===== config.mk =====
export PLATFORM = sky130hd
export DESIGN_NAME = multi_counter
export DESIGN_NICKNAME = d
export VERILOG_FILES = /design/src/rtl/counter_pkg.sv /design/src/rtl/counter_channel.sv /design/src/rtl/multi_counter.sv
export SDC_FILE = /design/constraint.sdc
export NUM_CORES = 1
export LEC_CHECK = 0
export CAP_MARGIN = 20
export CORE_MARGIN = 1.5
export CORE_UTILIZATION = 49
export CTS_CLUSTER_SIZE = 16
export DETAILED_ROUTE_END_ITERATION = 7
export GPL_ROUTABILITY_DRIVEN = 0
export GPL_TIMING_DRIVEN = 1
export PLACE_DENSITY = 0.87
export SYNTH_ARGS = -nofsm -noshare
export SYNTH_HDL_FRONTEND = slang
export SYNTH_SLANG_ARGS = --single-unit

===== constraint.sdc =====
create_clock -name clk -period 2.8 [get_ports clk]
set_input_delay 0.56 -clock clk [delete_from_list [all_inputs] [get_ports clk]]
set_output_delay 0.56 -clock clk [all_outputs]
set_load 0.02 [all_outputs]

===== src/rtl/counter_pkg.sv =====
`default_nettype none
// ============================================================================
// Module      : counter_pkg
// Description : Shared types for the multi_counter bank: the wrap/saturate
//               mode selector, a direction encoding and a clamp helper.
// Revision    : 1.0 - initial release
// ============================================================================
package counter_pkg;

    typedef enum logic {MODE_WRAP, MODE_SAT} cnt_mode_t;

    typedef enum logic {DIR_UP, DIR_DOWN} count_dir_t;

    // Unsigned minimum, used to clamp load data into 0..limit
    function automatic logic [31:0] clamp_u32(input logic [31:0] value, input logic [31:0] bound);
        return (value > bound) ? bound : value;
    endfunction

endpackage
`default_nettype wire


===== src/rtl/counter_channel.sv =====
`default_nettype none
// ============================================================================
// Module      : counter_channel
// Description : One counter channel. Handles the clear > load > enable > hold
//               priority, wrap/saturate boundary behaviour, the registered
//               boundary tick and the combinational at_limit flag.
// Revision    : 1.0 - initial release
// ============================================================================
module counter_channel
    import counter_pkg::*;
#(
    parameter int        W    = 8,
    parameter cnt_mode_t MODE = MODE_WRAP
) (
    input  logic         clk,
    input  logic         resetn,
    input  logic         i_clear,
    input  logic         i_load,
    input  logic [W-1:0] i_load_value,
    input  logic         i_enable,
    input  logic         i_down,
    input  logic [W-1:0] i_limit,
    output logic [W-1:0] o_count,
    output logic         o_at_limit,
    output logic         o_tick
);

    localparam logic [W-1:0] c_one  = W'(1);
    localparam logic [W-1:0] c_zero = '0;

    logic [W-1:0] r_count;
    logic         r_tick;
    logic [W-1:0] w_count_next;
    logic         w_tick_next;
    logic [W-1:0] w_load_clamped;
    logic [W-1:0] w_inc;
    logic [W-1:0] w_dec;

    // Clamped load data and the +/-1 neighbours of the current count
    always_comb begin
        w_load_clamped = (i_load_value > i_limit) ? i_limit : i_load_value;
        w_inc          = r_count + c_one;
        w_dec          = r_count - c_one;
    end

    // Next count/tick selection; limit is compared before any increment so
    // the W-bit increment can never overflow
    always_comb begin
        w_count_next = r_count;
        w_tick_next  = 1'b0;
        if (i_clear) begin
            w_count_next = c_zero;
        end else if (i_load) begin
            w_count_next = w_load_clamped;
        end else if (i_enable) begin
            if (!i_down) begin
                if (r_count < i_limit) begin
                    w_count_next = w_inc;
                    // Saturating channels flag the step that lands on limit
                    w_tick_next  = (MODE == MODE_SAT) && (w_inc == i_limit);
                end else if (MODE == MODE_WRAP) begin
                    w_count_next = c_zero;
                    w_tick_next  = 1'b1;
                end else begin
                    w_count_next = i_limit;
                    // Pinned at limit: no tick; pulled down from above: tick
                    w_tick_next  = (r_count != i_limit);
                end
            end else begin
                if (r_count > i_limit) begin
                    // Out-of-range after limit was lowered
                    w_count_next = (MODE == MODE_WRAP) ? c_zero : i_limit;
                    w_tick_next  = 1'b1;
                end else if (r_count != c_zero) begin
                    w_count_next = w_dec;
                    w_tick_next  = (MODE == MODE_SAT) && (r_count == c_one);
                end else if (MODE == MODE_WRAP) begin
                    w_count_next = i_limit;
                    w_tick_next  = 1'b1;
                end
            end
        end
    end

    // Count and tick registers with asynchronous active-low reset
    always_ff @(posedge clk or negedge resetn) begin
        if (!resetn) begin
            r_count <= c_zero;
            r_tick  <= 1'b0;
        end else begin
            r_count <= w_count_next;
            r_tick  <= w_tick_next;
        end
    end

    assign o_count    = r_count;
    assign o_tick     = r_tick;
    assign o_at_limit = i_down ? (r_count == c_zero) : (r_count >= i_limit);

endmodule
`default_nettype wire


===== src/rtl/multi_counter.sv =====
`default_nettype none
// ============================================================================
// Module      : multi_counter
// Description : Bank of CH independent W-bit counters sharing a runtime limit
//               and a build-time wrap/saturate mode.
// Revision    : 1.0 - initial release
// ============================================================================
module multi_counter
    import counter_pkg::*;
#(
    parameter int        CH   = 4,
    parameter int        W    = 8,
    parameter cnt_mode_t MODE = MODE_WRAP
) (
    input  logic            clk,
    input  logic            resetn,
    input  logic [CH-1:0]   clear,
    input  logic [CH-1:0]   load,
    input  logic [CH*W-1:0] load_value,
    input  logic [CH-1:0]   enable,
    input  logic [CH-1:0]   down,
    input  logic [W-1:0]    limit,
    output logic [CH*W-1:0] count,
    output logic [CH-1:0]   at_limit,
    output logic [CH-1:0]   tick
);

    // One channel per bit of the control vectors; buses are sliced i*W +: W
    generate
        for (genvar i = 0; i < CH; i++) begin : g_ch
            counter_channel #(
                .W    (W),
                .MODE (MODE)
            ) u_channel (
                .clk          (clk),
                .resetn       (resetn),
                .i_clear      (clear[i]),
                .i_load       (load[i]),
                .i_load_value (load_value[i*W +: W]),
                .i_enable     (enable[i]),
                .i_down       (down[i]),
                .i_limit      (limit),
                .o_count      (count[i*W +: W]),
                .o_at_limit   (at_limit[i]),
                .o_tick       (tick[i])
            );
        end
    endgenerate

endmodule
`default_nettype wire


=== Yosys cells after proc, flatten, opt, wreduce, memory -nomap -nowiden ===
Cells that the tools add are included.

* Memories: 0
* Latch bits: 0
* Logic and storage cells: 108
* Bits in registers: 36
* RAM bits: 0
* Memory bits (read-only): 0

* Shifts and indexed selects: 0
* Reductions and logical operators: 12
* Divide/modulo/power cells: 0
* $add $sub $neg: 8
* Bitwise logic cells: 0
* $lt $le $gt $ge: 16
* Equality and inequality tests: 0
* Multiplexer cells: 64
* $mul: 0

{| class="wikitable"
|+ Operator list
! operator !! number
|-
| $mux 8 || 32
|-
| $gt 8x8->1 || 8
|-
| $add 8x1->8 const B || 4
|-
| $ge 8x8->1 || 4
|-
| $logic_not 8->1 || 4
|-
| $lt 8x8->1 || 4
|-
| $mux 1 || 32
|-
| $reduce_bool 8->1 || 4
|-
| $sub 8x1->8 const B || 4
|-
| $reduce_bool 3->1 || 4
|}

=== Depth between registers and ports, before layout ===
* Depth after elaboration: 7
* Depth in mapped cells: 11
* Mapped depth without buffers: 9

=== Hierarchy ===
A second synthesis with hierarchy kept.

* Cells, all modules: 697
* Area, all modules: 5619.1 sq um

{| class="wikitable"
|+ By module, submodules not included
! module !! area each (sq um) !! times used !! cells each !! sequential area each (sq um)
|-
| counter_channel (g_ch[0].u_channel ...) || 1408.9 || 3 || 174 || 225.2
|-
| counter_channel (g_ch[3].u_channel) || 1392.6 || 1 || 175 || 225.2
|}

=== Least setup slack after synthesis ===
Ideal clock, no wire load.

* Kind: in2out
* From: input limit[3]
* To: output at_limit[3]
* Data arrival time: 2.316 ns
* Path buffers: 3
* Path slack: -0.076 ns
* Cell stages on the path: 10
* Data required time: 2.240 ns
* Cell sequence: clkbuf_1 -> inv_1 -> ha_1 -> a21oi_1 -> a21oi_1 -> or2_2 -> clkbuf_1 -> nor2_1 -> a22oi_1 -> buf_4

* Longest elaborated chain between the ends: 2

{| class="wikitable"
|+ Ends and longest elaborated chain
! what !! RTL line !! text
|-
| start: declaration || multi_counter.sv:22 || <nowiki>input logic [W-1:0] limit,</nowiki>
|-
| $ge 8x8->1 || counter_channel.sv:98 || <nowiki>assign o_at_limit = i_down ? (r_count == c_zero) : (r_count >= i_limit);</nowiki>
|-
| $mux 1 || counter_channel.sv:98 ||
|-
| end: declaration || multi_counter.sv:24 || <nowiki>output logic [CH-1:0] at_limit,</nowiki>
|}

No other way between the ends.

=== Worst setup path in the final report ===
* From: input limit[7]
* To: output at_limit[1]

The elaborated chain is that of the path after synthesis.

==> flow_summary.ini <==
[synthesis]
synth_xor_area_frac = 0.0296
synth.avg_cell_area_um2 = 7.36
synth_edf_count = 0
ys_ff_latch = 36
ys_top_cells_by_area = ha_1 (18%), dfrtp_1 (17%), a21oi_1 (8.9%)
yosysSeqAreaShare = 0.169
synth_compound_area_frac = 0.299
netlist_area_um2 = 5330
async_reset_ff_frac = 1.00
synth_flop_cell = dfrtp_1
yosys.area.top_type_share = 0.178
synth_adder_area_share = 0.178
synth_top_family_by_area = compound AO/OA/AOI/OAI gates
ys_warn_count = 0
synthSimpleGateAreaFrac = 0.233
syn_inst = 725
synth_mux_area_frac = 0.0209
yosysTopAreaCell = ha_1
ys_types = 68
synth_nets = 859

[critical_path]
r2r_end = g_ch[3].u_channel.o_count[3]
cp-end-kind = primary output
cp.arrival_ns = 2.25
max_stage_delay_ns = 0.33
path_class = in2out
crit_required_ns = 2.24
cp_cell_sequence = dlygate4sd2_1 -> inv_2 -> buf_4 -> ha_4 -> a21oi_2 -> o21ai_1 -> a21o_1 -> o31a_1 -> buf_6
worst_r2r_startpoint = g_ch[3].u_channel.o_count[3]
critPathBufInv = 4
cp-start-kind = input port
crit_path_max_fanout = 5
cp.depth = 9
slowest_stage = o31a_1
rr_worst_depth = 8
cp-endpoint = at_limit[1]
crit_start = limit[7]
reg2reg_slack_ns = 0.12
crit_family = compound AO/OA/AOI/OAI gates

[route]
drtAntennaViolNets = 0
dr.pass1.iters = 7
drt_iter0_markers = 718
drc_errors = 0
vias = 6942
viasPerCell = 6.66
wl_per_cell_um = 20.0
wl_mm = 20.8

[floorplan]
fp.coreArea_um2 = 10500
die_height_um = 107
start_util = 0.510
fp.dieW_um = 107
rows = 37
io_pins = 98
die_area_um2 = 11500

[timing]
drv_slew = 0
hold_slack_ns = 0.390
fin_skew_ns = 0.00265
max_slew_margin = 0.363
setup_viol = 1
tightest_slew_ns = 0.955
fmax_ghz = 0.356
post-route-period-util = 1.00
min_period_ns = 2.81
hold_viol_final = 0
setup_slack_ns = -0.0116

[global_route]
grt_max_degree = 37
grt-ovfl-total = 0
gr-usage-met2 = 0.585
grt_pass1_wl_mm = 32.0
gr-usage-met1 = 0.441
busiest_layer = met2
met3_usage = 0.0502
global_route.usage.total = 0.350
grt_pass1_vias = 6590
antenna_found_initial = 0

[min_path]
hp-class = in2async

[placed_design]
dp_hpwl_mm = 14.8
dp_slack_ns = -0.780
io_buffers = 97
placed_area_um2 = 7110

[clock_network]
worstSkewPairLatency_ns = 0.30
clkSlewWorstSetupHoldPaths_ns = 0.09
h-tree-depth = 2
cts-root-buf = clkbuf_8
cts_sinks = 36
cts_buffer_depth = 2
numCtsBuffers = 5
cts_tree = yes

[final_layout]
finalInstanceArea_um2 = 7510
num-nets-final = 1039
diodes = 0
mostFrequentLayoutCell = buf_4
drive_gt1_frac = 0.224
syn_to_final_growth_pct = 40.8
final_cell_mix = buf_4 (123), a21oi_1 (84), clkdlybuf4s50_1 (84)

[pwr]
power.leakage_nw = 3.28
powerDensity_nw_per_um2 = 396
peakVddDrop_mv = 0.236
finalPower_mw = 2.97

[outcome]
run_status = finished with violations
violations = negative setup slack

[run]
maxCapViolations = 0
-- metrics by stage --
stage | setup TNS [ns] | util | instances
after CTS | 0 | 0.707 | 1039
after global placement | -9.64 | 0.679 | 1026
after global routing | -0.0723 | 0.718 | 1042
after floorplan | 0 | - | 725
after detailed placement | -12.61 | 0.679 | 1026
final | -0.0116 | 0.718 | 1042
-- synth_stat cells, types with 4 or more instances --
cell type  number
nor3_1         27
a21o_1          7
o22ai_1         8
nand4_1        13
nand3_1        16
a211o_1         8
a31oi_1         7
xnor2_1        17
clkbuf_1       31
nor2b_1         8
a32oi_1         4
buf_6           4
or3_1           5
nand2_1        60
and3_1          9
nor3b_1         4
a211oi_1        9
inv_1          32
o211ai_1       11
buf_4           8
nor2_1         69
nor4_1          6
ha_1           76
o21ai_0        49
or2_2           7
buf_2           6
a21oi_1        95
o31ai_1         4
o221ai_1        6
dfrtp_1        36
mux2i_1        10
a22oi_1         9
nand2b_1        9
-- worst min-delay path by stage --
stage / slack [ns] / from / end / cells after the start
finish: 0.39 / resetn / g_ch[2].u_channel.o_count[4] / 1
floorplan: 0.26 / resetn / g_ch[0].u_channel.o_count[0] / 0
CTS: 0.41 / resetn / g_ch[2].u_channel.o_tick / 1
global placement: 0.62 / g_ch[0].u_channel.o_count[5] / g_ch[0].u_channel.o_count[5] / 2
detailed placement: 0.65 / g_ch[2].u_channel.o_count[1] / g_ch[2].u_channel.o_count[1] / 3
global route: 0.44 / resetn / g_ch[2].u_channel.o_tick / 1
-- what timing repair did --
item | in CTS | in global routing
endpoints found under the setup margin | 19 | 12
hold buffers | 0 | 0
pin swaps | 7 | 7
buffers inserted | 5 | 3
resized for setup | 64 | 28
endpoints found under the hold margin | 0 | 0
-- flip-flops by register name, indices dropped and copies added, names as in the netlist --
register / flops
g_ch.u_channel.o_count: 32
g_ch.u_channel.o_tick: 4
-- where the power goes --
group / internal, mW / switching [mW]
Combinational: 0.872 / 1.05
Sequential: 0.572 / 0.0475
Clock: 0.197 / 0.229
-- cell families after synthesis --
family | after synthesis
flip-flops | 36
buffers and inverters | 81
XOR/XNOR | 18
AO/OA/AOI/OAI | 253
AND/OR/NAND/NOR | 250
adder cells (fa/ha/maj) | 76
multiplexers | 11
-- layer usage --
metal  up-vias  routed length, µm
li1       3067                  -
met1      3173               7680
met2       572               9440
met3       130               2450
met4         0               1230
met5         -                  0
-- final cells by class --
class / count / area, µm²
Fill cell: 756 / 2950
Inverter: 32 / 129
Multi-Input combinational cell: 608 / 4310
Tap cell: 136 / 170
Clock buffer: 6 / 82.6
Clock inverter: 2 / 10.0
Sequential cell: 36 / 901
Timing Repair Buffer: 222 / 1910
Power figures use the tool's default switching activity.
